### src/rtl/if_stage.sv
// ---------------------------------------------------------------------------
// if_stage -- instruction fetch stage of the 5-stage MIPS pipeline.
//
// Owns the PC, issues the synchronous instruction SRAM read and hands
// {ce, pc} to decode. SRAM data returns one cycle after the request, which
// lines up with decode registering if_to_id_bus.
//
// Ports
//   clk              single clock, rising edge
//   rst              asynchronous, active-high reset
//   stall[5:0]       pipeline stall vector; bit 0 stops the PC (1 = stop)
//   br_bus[32:0]     {br_e, br_addr} from decode, same-cycle combinational
//   if_to_id_bus     {ce, pc} of the instruction currently requested
//   inst_sram_en     fetch request valid
//   inst_sram_wen    always 4'b0000 (read-only port)
//   inst_sram_addr   fetch address (= pc)
//   inst_sram_wdata  always 0
//
// Parameter
//   RESET_PC         first fetched address after reset
//
// Optional feature macro: IF_BR_HOLD_EN
//   defined   : a redirect seen while the PC is stalled is captured in a
//               pending register (last one wins) and applied on release.
//   undefined : such a redirect is dropped; decode must re-assert br_e on
//               the releasing cycle.
// ---------------------------------------------------------------------------
module if_stage #(
  parameter logic [31:0] RESET_PC = 32'hBFC0_0000
) (
  input  logic        clk,
  input  logic        rst,
  input  logic [5:0]  stall,
  input  logic [32:0] br_bus,
  output logic [32:0] if_to_id_bus,
  output logic        inst_sram_en,
  output logic [3:0]  inst_sram_wen,
  output logic [31:0] inst_sram_addr,
  output logic [31:0] inst_sram_wdata
);

  localparam logic STOP = 1'b1;

  typedef enum logic [1:0] {BOOT, RUN, HOLD} state_t;

  typedef struct packed {
    logic        br_e;
    logic [31:0] br_addr;
  } br_t;

  typedef struct packed {
    logic        ce;
    logic [31:0] pc;
  } if_to_id_t;

  br_t        br;
  if_to_id_t  to_id;
  state_t     state;
  logic [31:0] pc_reg;
  logic        ce_reg;
  logic [31:0] next_pc;
  logic        advance;
  logic        out_v;

  // Only the PC-stop bit matters here; the rest of the vector belongs to
  // later stages.
  logic unused_stall;
  assign unused_stall = ^stall[5:1];

  assign br      = br_t'(br_bus);
  assign advance = (stall[0] != STOP);

`ifdef IF_BR_HOLD_EN
  logic        pend_v;
  logic [31:0] pend_addr;

  // Live redirect beats a pending one; the pending entry is dropped on any
  // advance, so a stale target can never be applied later.
  always_comb begin
    next_pc = pc_reg + 32'd4;
    if (br.br_e)     next_pc = br.br_addr;
    else if (pend_v) next_pc = pend_addr;
  end

  always_ff @(posedge clk or posedge rst) begin
    if (rst) begin
      pend_v    <= 1'b0;
      pend_addr <= 32'd0;
    end else if (advance) begin
      pend_v    <= 1'b0;
    end else if (br.br_e) begin
      // Several redirects during one stall: the last one is the live one.
      pend_v    <= 1'b1;
      pend_addr <= br.br_addr;
    end
  end
`else
  // Without the hold register a redirect during a stall is simply lost.
  always_comb begin
    next_pc = pc_reg + 32'd4;
    if (br.br_e) next_pc = br.br_addr;
  end
`endif

  // PC / ce / FSM. pc_reg resets to RESET_PC-4 so the first advance lands
  // exactly on RESET_PC through the normal +4 path. The branch-delay slot is
  // already in flight when decode redirects, so no flush is needed here.
  always_ff @(posedge clk or posedge rst) begin
    if (rst) begin
      pc_reg <= RESET_PC - 32'd4;
      ce_reg <= 1'b0;
      state  <= BOOT;
    end else begin
      if (advance) begin
        pc_reg <= next_pc;
        ce_reg <= 1'b1;
      end
      case (state)
        BOOT:    if (advance)  state <= RUN;
        RUN:     if (!advance) state <= HOLD;
        HOLD:    if (advance)  state <= RUN;
        default: state <= BOOT;
      endcase
    end
  end

  // In BOOT the pre-decremented pc_reg must not leak onto the outputs.
  assign out_v = (state != BOOT);

  assign to_id.ce = ce_reg;
  assign to_id.pc = out_v ? pc_reg : 32'd0;

  assign if_to_id_bus    = to_id;
  assign inst_sram_en    = ce_reg;
  assign inst_sram_addr  = to_id.pc;
  assign inst_sram_wen   = 4'b0000;
  assign inst_sram_wdata = 32'd0;

endmodule
### config.mk
export PLATFORM = sky130hd
export DESIGN_NAME = if_stage
export DESIGN_NICKNAME = d
export VERILOG_FILES = /design/src/rtl/if_stage.sv
export SDC_FILE = /design/constraint.sdc
export NUM_CORES = 1
export LEC_CHECK = 0
export CAP_MARGIN = 15
export CORE_ASPECT_RATIO = 2
export CORE_UTILIZATION = 42
export DETAILED_ROUTE_END_ITERATION = 12
export PLACE_DENSITY = 0.94
export SYNTH_ARGS = -nofsm -noshare
export SYNTH_HDL_FRONTEND = slang
export SYNTH_SLANG_ARGS = --single-unit
### constraint.sdc
create_clock -name clk -period 3 [get_ports clk]
set_input_delay 0.3 -clock clk [delete_from_list [all_inputs] [get_ports clk]]
set_output_delay 0.3 -clock clk [all_outputs]
set_load 0.03 [all_outputs]
==> results.txt, run 1 <==
CTS root buffer: clkbuf_16
Met1 Resource Use GR: 0.259
Final setup skew: 0.00419 ns
Total routed wirelength: 8650 um
RD Place Congestion: 0.911
Multi-input logic area: 1530 um^2
Crit-path max FO: 24
Arrival time at the worst endpoint: 2.14 ns
Pwr dens: 599 nW/um^2
Initial antenna violation count: 0
Initial Utilization: 0.442
Synth area leaders: dfstp_2 (25%), buf_4 (18%), dfrtp_1 (5.9%), nor2b_1 (5.5%), nor2_1 (4.2%)
Worst path cell trace: nor2_2 -> buf_4 -> nor2_1 -> clkdlybuf4s50_1
Final net count: 470
Rel. slew slack: 0.485
Critical Path Start Type: flip-flop
Yosys top cell area share: 0.249
Async SR Flop Fraction: 1.00
Gr busiest metal: met2
Vias in the first global route: 2869
Final Core Density: 0.580
Dominant cell type by area after synthesis: dfstp_2
Total track usage: 0.246
Placement Rows: 42
Number of top-level pins: 143
Antenna Cells: 0
Clock transition at path regs: 0.06 ns
Finish-stage setup viols: 0
Min-Delay Path Class: in2async
Max Freq: 0.409 GHz
Yosys warnings: 0
CTS tree: done
CP max stage delay: 0.62 ns
Initial DRC Count: 181
Leak: 0.00147 uW
Avg Cell Area, Syn: 8.08 um^2
CTS Buffer Depth: 2
Post-synth cell types: 49
Antenna viol nets, final: 0
Syn-to-layout area delta: 31.3%
Final min period: 2.44 ns
Post-CTS setup buffers: 0
Total of max-cap violations: 0
Post-CTS Resized: 0
Cell with the most instances after synthesis: buf_4
Met3 GRT Util: 0.0342
Global-route wire length before repair: 13600 um
Placed Cells incl. Taps: 509
WS Path Type: reg2out
Overflow after GRT: 0
Routed vias/inst: 5.79
CP required: 2.70 ns
Final Cycle Share: 0.814
Fin cells: 517
Drt drc: 0
Fin. max-slew vios: 0
Worst Setup End Kind: output pin
Hold-fix buffers, CTS: 0
Share of layout cells above drive strength 1: 0.126
Worst path bufs/invs: 2
Via count of the routed design: 2991
Fillers: 601
EDFF count, synth: 0
Worst path top cell family by delay: buffers and inverters
Status: completed
CTS buffer count: 5
First-pass iteration count of the detailed router: 5
Place WS: 0.605 ns
Actual slew at the worst max-slew pin: 0.767 ns
Ys flop type: dfstp_2
R2r setup slk: 0.56 ns
Slowest cell on the critical path: clkdlybuf4s50_1
Max FFs per register: 32
Die area: 7380 um^2
Seq cells post-synth: 35
Synth Cell Area: 2950 um^2
IO buf count: 101
Sink Count: 35
Maximum VDD drop: 362 uV
Wire per inst: 16.7 um
Die height: 121 um
Post-synthesis sequential area ratio: 0.309
Post-route setup TNS: 0 ns
Final hold vios: 0
Worst skew pair latency: 0.28 ns
Die W: 61.3 um
GRT met2 Usage: 0.432
Worst Hold Slack: 0.426 ns
Register area: 911 um^2
Post-route setup slack: 0.557 ns
Cell count after synthesis: 365
RSZ-0062 raised after global routing: false
H-Tree Depth: 2
Core ar.: 6670 um^2
Largest net degree at the start of global routing: 37
Final HPWL DP: 6350 um
Most common library cells after synthesis: buf_4 (69), nor2_1 (33), dfstp_2 (28)
[where the power goes]
part | total (uW) | leakage [uW] | switching, uW | internal [uW]
Combinational | 932 | 0.00101 | 568 | 365
Sequential | 696 | 0.000376 | 112 | 584
Clock | 689 | 0.0000900 | 213 | 476
Total | 2320 | 0.00147 | 893 | 1420
[per-stage QoR]
stage / power, uW / area (um^2)
2_1_floorplan: 1360 / 3080
3_3_place_gp: 1600 / 3680
3_5_place_dp: 1620 / 3680
4_1_cts: 2320 / 3870
5_1_grt: 2410 / 3870
6_report: 2320 / 3870
[placed cells by master (no fill, tap or decap), types with 6 or more instances in the layout]
master / count
o21ai_0: 15
nor4_1: 8
nor3_1: 7
nand4_1: 11
or4_1: 6
nor2b_1: 26
clkdlybuf4s50_1: 101
dfrtp_1: 7
nand3_1: 17
nand2_1: 18
inv_1: 12
buf_4: 10
a21oi_1: 9
a22oi_1: 16
conb_1: 36
nor2_1: 32
a311oi_1: 6
dfstp_2: 28
[layer usage]
metal	share of wire	wire (um)
met1	0.32	2810
met2	0.55	4720
met3	0.071	613
met4	0.058	505
met5	0	0
[kinds of logic (layout without fill, tap and decap cells)]
group,count (synthesis),after routing,share of synthesized area
AO/OA/AOI/OAI,75,75,0.176
XOR/XNOR,1,1,0.00297
adder cells (fa/ha/maj),1,1,0.00424
buffers and inverters,102,131,0.219
flip-flops,35,35,0.309
multiplexers,1,1,0.00339
other,1,36,0.00127
AND/OR/NAND/NOR,149,149,0.284
[worst paths after layout]
path | start | end | depth (start not counted)
setup reg to reg | pc_reg[3] | pc_reg[20] | 5
setup / recovery | state[0] | if_to_id_bus[17] | 4
hold / removal | rst | pc_reg[0] | 3
min in group clk | pc_reg[1] | pc_reg[1] | 2
hold reg to reg | pc_reg[1] | pc_reg[1] | 2
max in group asynchronous | rst | pc_reg[21] | 3
[tightest hold or removal path: cells and delay by family]
family	cells	cell delay [ns]
buffers and inverters	3	0.85
[final cells by class]
cell class                      count  area share
Multi-Input combinational cell    263       0.394
Inverter                           12      0.0116
Tap cell                           88      0.0284
Timing Repair Buffer              111       0.281
Clock inverter                      3      0.0175
Clock buffer                        5      0.0323
Sequential cell                    35       0.235
(Power assumes the default switching activity.)
==> run 2: changes to the inputs <==
--- a/config.mk
+++ b/config.mk
@@ -7,9 +7,9 @@
 export LEC_CHECK = 0
 export CAP_MARGIN = 15
 export CORE_ASPECT_RATIO = 2
-export CORE_UTILIZATION = 42
+export CORE_UTILIZATION = 38
 export DETAILED_ROUTE_END_ITERATION = 12
-export PLACE_DENSITY = 0.94
+export PLACE_DENSITY = 0.9
 export SYNTH_ARGS = -nofsm -noshare
 export SYNTH_HDL_FRONTEND = slang
 export SYNTH_SLANG_ARGS = --single-unit
==> constraint.sdc (replaced) <==
create_clock -name clk -period 2.1 [get_ports clk]
set_input_delay 0.21 -clock clk [delete_from_list [all_inputs] [get_ports clk]]
set_output_delay 0.21 -clock clk [all_outputs]
set_load 0.03 [all_outputs]
==> results.txt, run 2 (same netlist as run 1, synthesis figures left out) <==
Worst path cell trace: ha_4 -> nand3_4 -> or4_4 -> or4_4 -> nand3_2 (was nor2_2 -> buf_4 -> nor2_1 -> clkdlybuf4s50_1)
Sink Count: 35 (unchanged)
Final net count: 484 (was 470)
R2R Path Start: pc_reg[3] (unchanged)
Initial antenna violation count: 0 (unchanged)
Worst path most repeated cell: or4_4
Fillers: 724 (was 601)
CTS buffer count: 5 (unchanged)
CTS Buffer Depth: 2 (unchanged)
Routed vias/inst: 5.50 (was 5.79)
Antenna viol nets, final: 0 (unchanged)
RSZ-0062 raised after global routing: true (was false)
Final hold vios: 0 (unchanged)
Initial DRC Count: 215 (was 181)
Worst Reg2Reg Path Length in Cells: 5 (unchanged)
Slowest cell on the critical path: dfstp_2 (was clkdlybuf4s50_1)
Arrival time at the worst endpoint: 2.30 ns (was 2.14 ns)
Placement Rows: 45 (was 42)
Initial Utilization: 0.391 (was 0.442)
Final min period: 2.08 ns
Status: completed (unchanged)
Worst skew pair latency: 0.29 ns (was 0.28 ns)
Leak: 0.00157 uW (was 0.00147 uW)
Post-route setup TNS: 0 ns (unchanged)
WS Path Type: reg2reg (was reg2out)
Max Freq: 0.480 GHz
Critical path origin: pc_reg[3] (was state[0])
Core ar.: 7540 um^2 (was 6670 um^2)
Total routed wirelength: 8840 um (was 8650 um)
Final setup skew: 0.00325 ns (was 0.00419 ns)
Final Cycle Share: 0.992
Final HPWL DP: 6600 um (was 6350 um)
Worst Hold Slack: 0.325 ns (was 0.426 ns)
Die area: 8140 um^2 (was 7380 um^2)
Share of layout cells above drive strength 1: 0.156 (was 0.126)
Wire per inst: 16.5 um (was 16.7 um)
Max FFs per register: 32 (unchanged)
Die W: 64.3 um (was 61.3 um)
RD Place Congestion: 0.906 (was 0.911)
Total of max-cap violations: 0 (unchanged)
Syn-to-layout area delta: 34.7% (was 31.3%)
Commonest non-fill, non-tap cell in the layout: clkdlybuf4s50_1 (unchanged)
CP max stage delay: 0.61 ns (was 0.62 ns)
Maximum VDD drop: 363 uV (was 362 uV)
First-pass iteration count of the detailed router: 6 (was 5)
Die height: 127 um (was 121 um)
IO buf count: 101 (unchanged)
Vias in the first global route: 2850 (was 2869)
Most frequent cells in the layout: clkdlybuf4s50_1 (98), conb_1 (36), nor2_1 (32) (was clkdlybuf4s50_1 (101), conb_1 (36), nor2_1 (32))
CTS root buffer: clkbuf_16 (unchanged)
Drt drc: 0 (unchanged)
Critical Path Start Type: flip-flop (unchanged)
Pwr dens: 778 nW/um^2 (was 599 nW/um^2)
Overflow after GRT: 0 (unchanged)
Antenna Cells: 0 (unchanged)
Via count of the routed design: 2952 (was 2991)
R2r endpoint: pc_reg[22] (was pc_reg[20])
Fin. max-slew vios: 0 (unchanged)
CTS tree: done (unchanged)
Largest net degree at the start of global routing: 36 (was 37)
R2r setup slk: 0.02 ns (was 0.56 ns)
Crit-path max FO: 7 (was 24)
Global-route wire length before repair: 13700 um (was 13600 um)
Total track usage: 0.218 (was 0.246)
Clock transition at path regs: 0.05 ns (was 0.06 ns)
Min-Delay Path Class: in2async (unchanged)
Finish-stage setup viols: 0 (unchanged)
Number of top-level pins: 143 (unchanged)
H-Tree Depth: 2 (unchanged)
Worst Setup End Kind: flip-flop (was output pin)
CP required: 2.32 ns (was 2.70 ns)
run 2: cell types whose count changed in the layout (fill, tap and decap cells not counted), moves of 2 or more:
cell             change
buf_4               +13
clkbuf_1             +3
clkdlybuf4s50_1      -3
dlymetal6s2s_1       +3
bufinv_16            -2
or4_1                -2
or4_4                +2
run 2: report_power, final:
group | leakage (uW) | internal (uW) | switching [uW]
clock | 0.0000652 | 441 | 279
sequential | 0.000376 | 834 | 153
combinational | 0.00113 | 558 | 825
total | 0.00157 | 1830 | 1260
run 2: critical path: cells and delay by family, from the launching register on:
kind | cells | cell delay, ns
and+or+nand+nor | 4 | 1.22
DFF | 1 | 0.61
adders and majority gates | 1 | 0.19
run 2: cell type report:
type                    count  area (um^2)  share of cell area
multi-input cells         263         1550               0.391
repair buffers            125         1210               0.305
well taps                  94          118              0.0296
inverters                  12         45.0              0.0113
flip-flops and latches     35          911               0.229
clock buffers               8          136              0.0343
run 2: how the worst max path moves through the flow:
stage | to | cells after the start | slack (ns)
after floorplan | pc_reg[22] | 6 | 0.008
final | pc_reg[22] | 5 | 0.02
after CTS | pc_reg[20] | 5 | 0.01
after detailed placement | pc_reg[22] | 5 | 0.04
after global routing | pc_reg[22] | 5 | -0.03
after global placement | pc_reg[20] | 5 | 0.07
run 2: metrics by stage:
stage	utilization	std cells	cell area [um^2]	power, uW	setup slack [ns]
floorplan	-	400	3100	1950	0.00762
global placement	0.503	526	3800	2320	0.0668
detailed placement	0.503	526	3800	2360	0.0437
CTS	0.521	534	3930	3080	0.0149
global route	0.527	537	3970	3210	-0.0293
finish	0.527	537	3970	3090	0.0167
run 2: timing repair:
action                                  in CTS  in global routing
buffers inserted                             0                  3
endpoints found under the setup margin       0                  8
hold endpoints to repair                     0                  0
gates resized for setup                      0                  5
hold buffers                                 0                  0
run 2: layer usage:
metal	vias to the layer above	part of all wire	global-route usage	wire (um)
met2	163	0.57	0.414	4990
li1	1365	-	-	-
met5	-	0	0	0
met4	0	0.053	0.145	469
met3	38	0.060	0.0324	531
met1	1386	0.32	0.206	2840
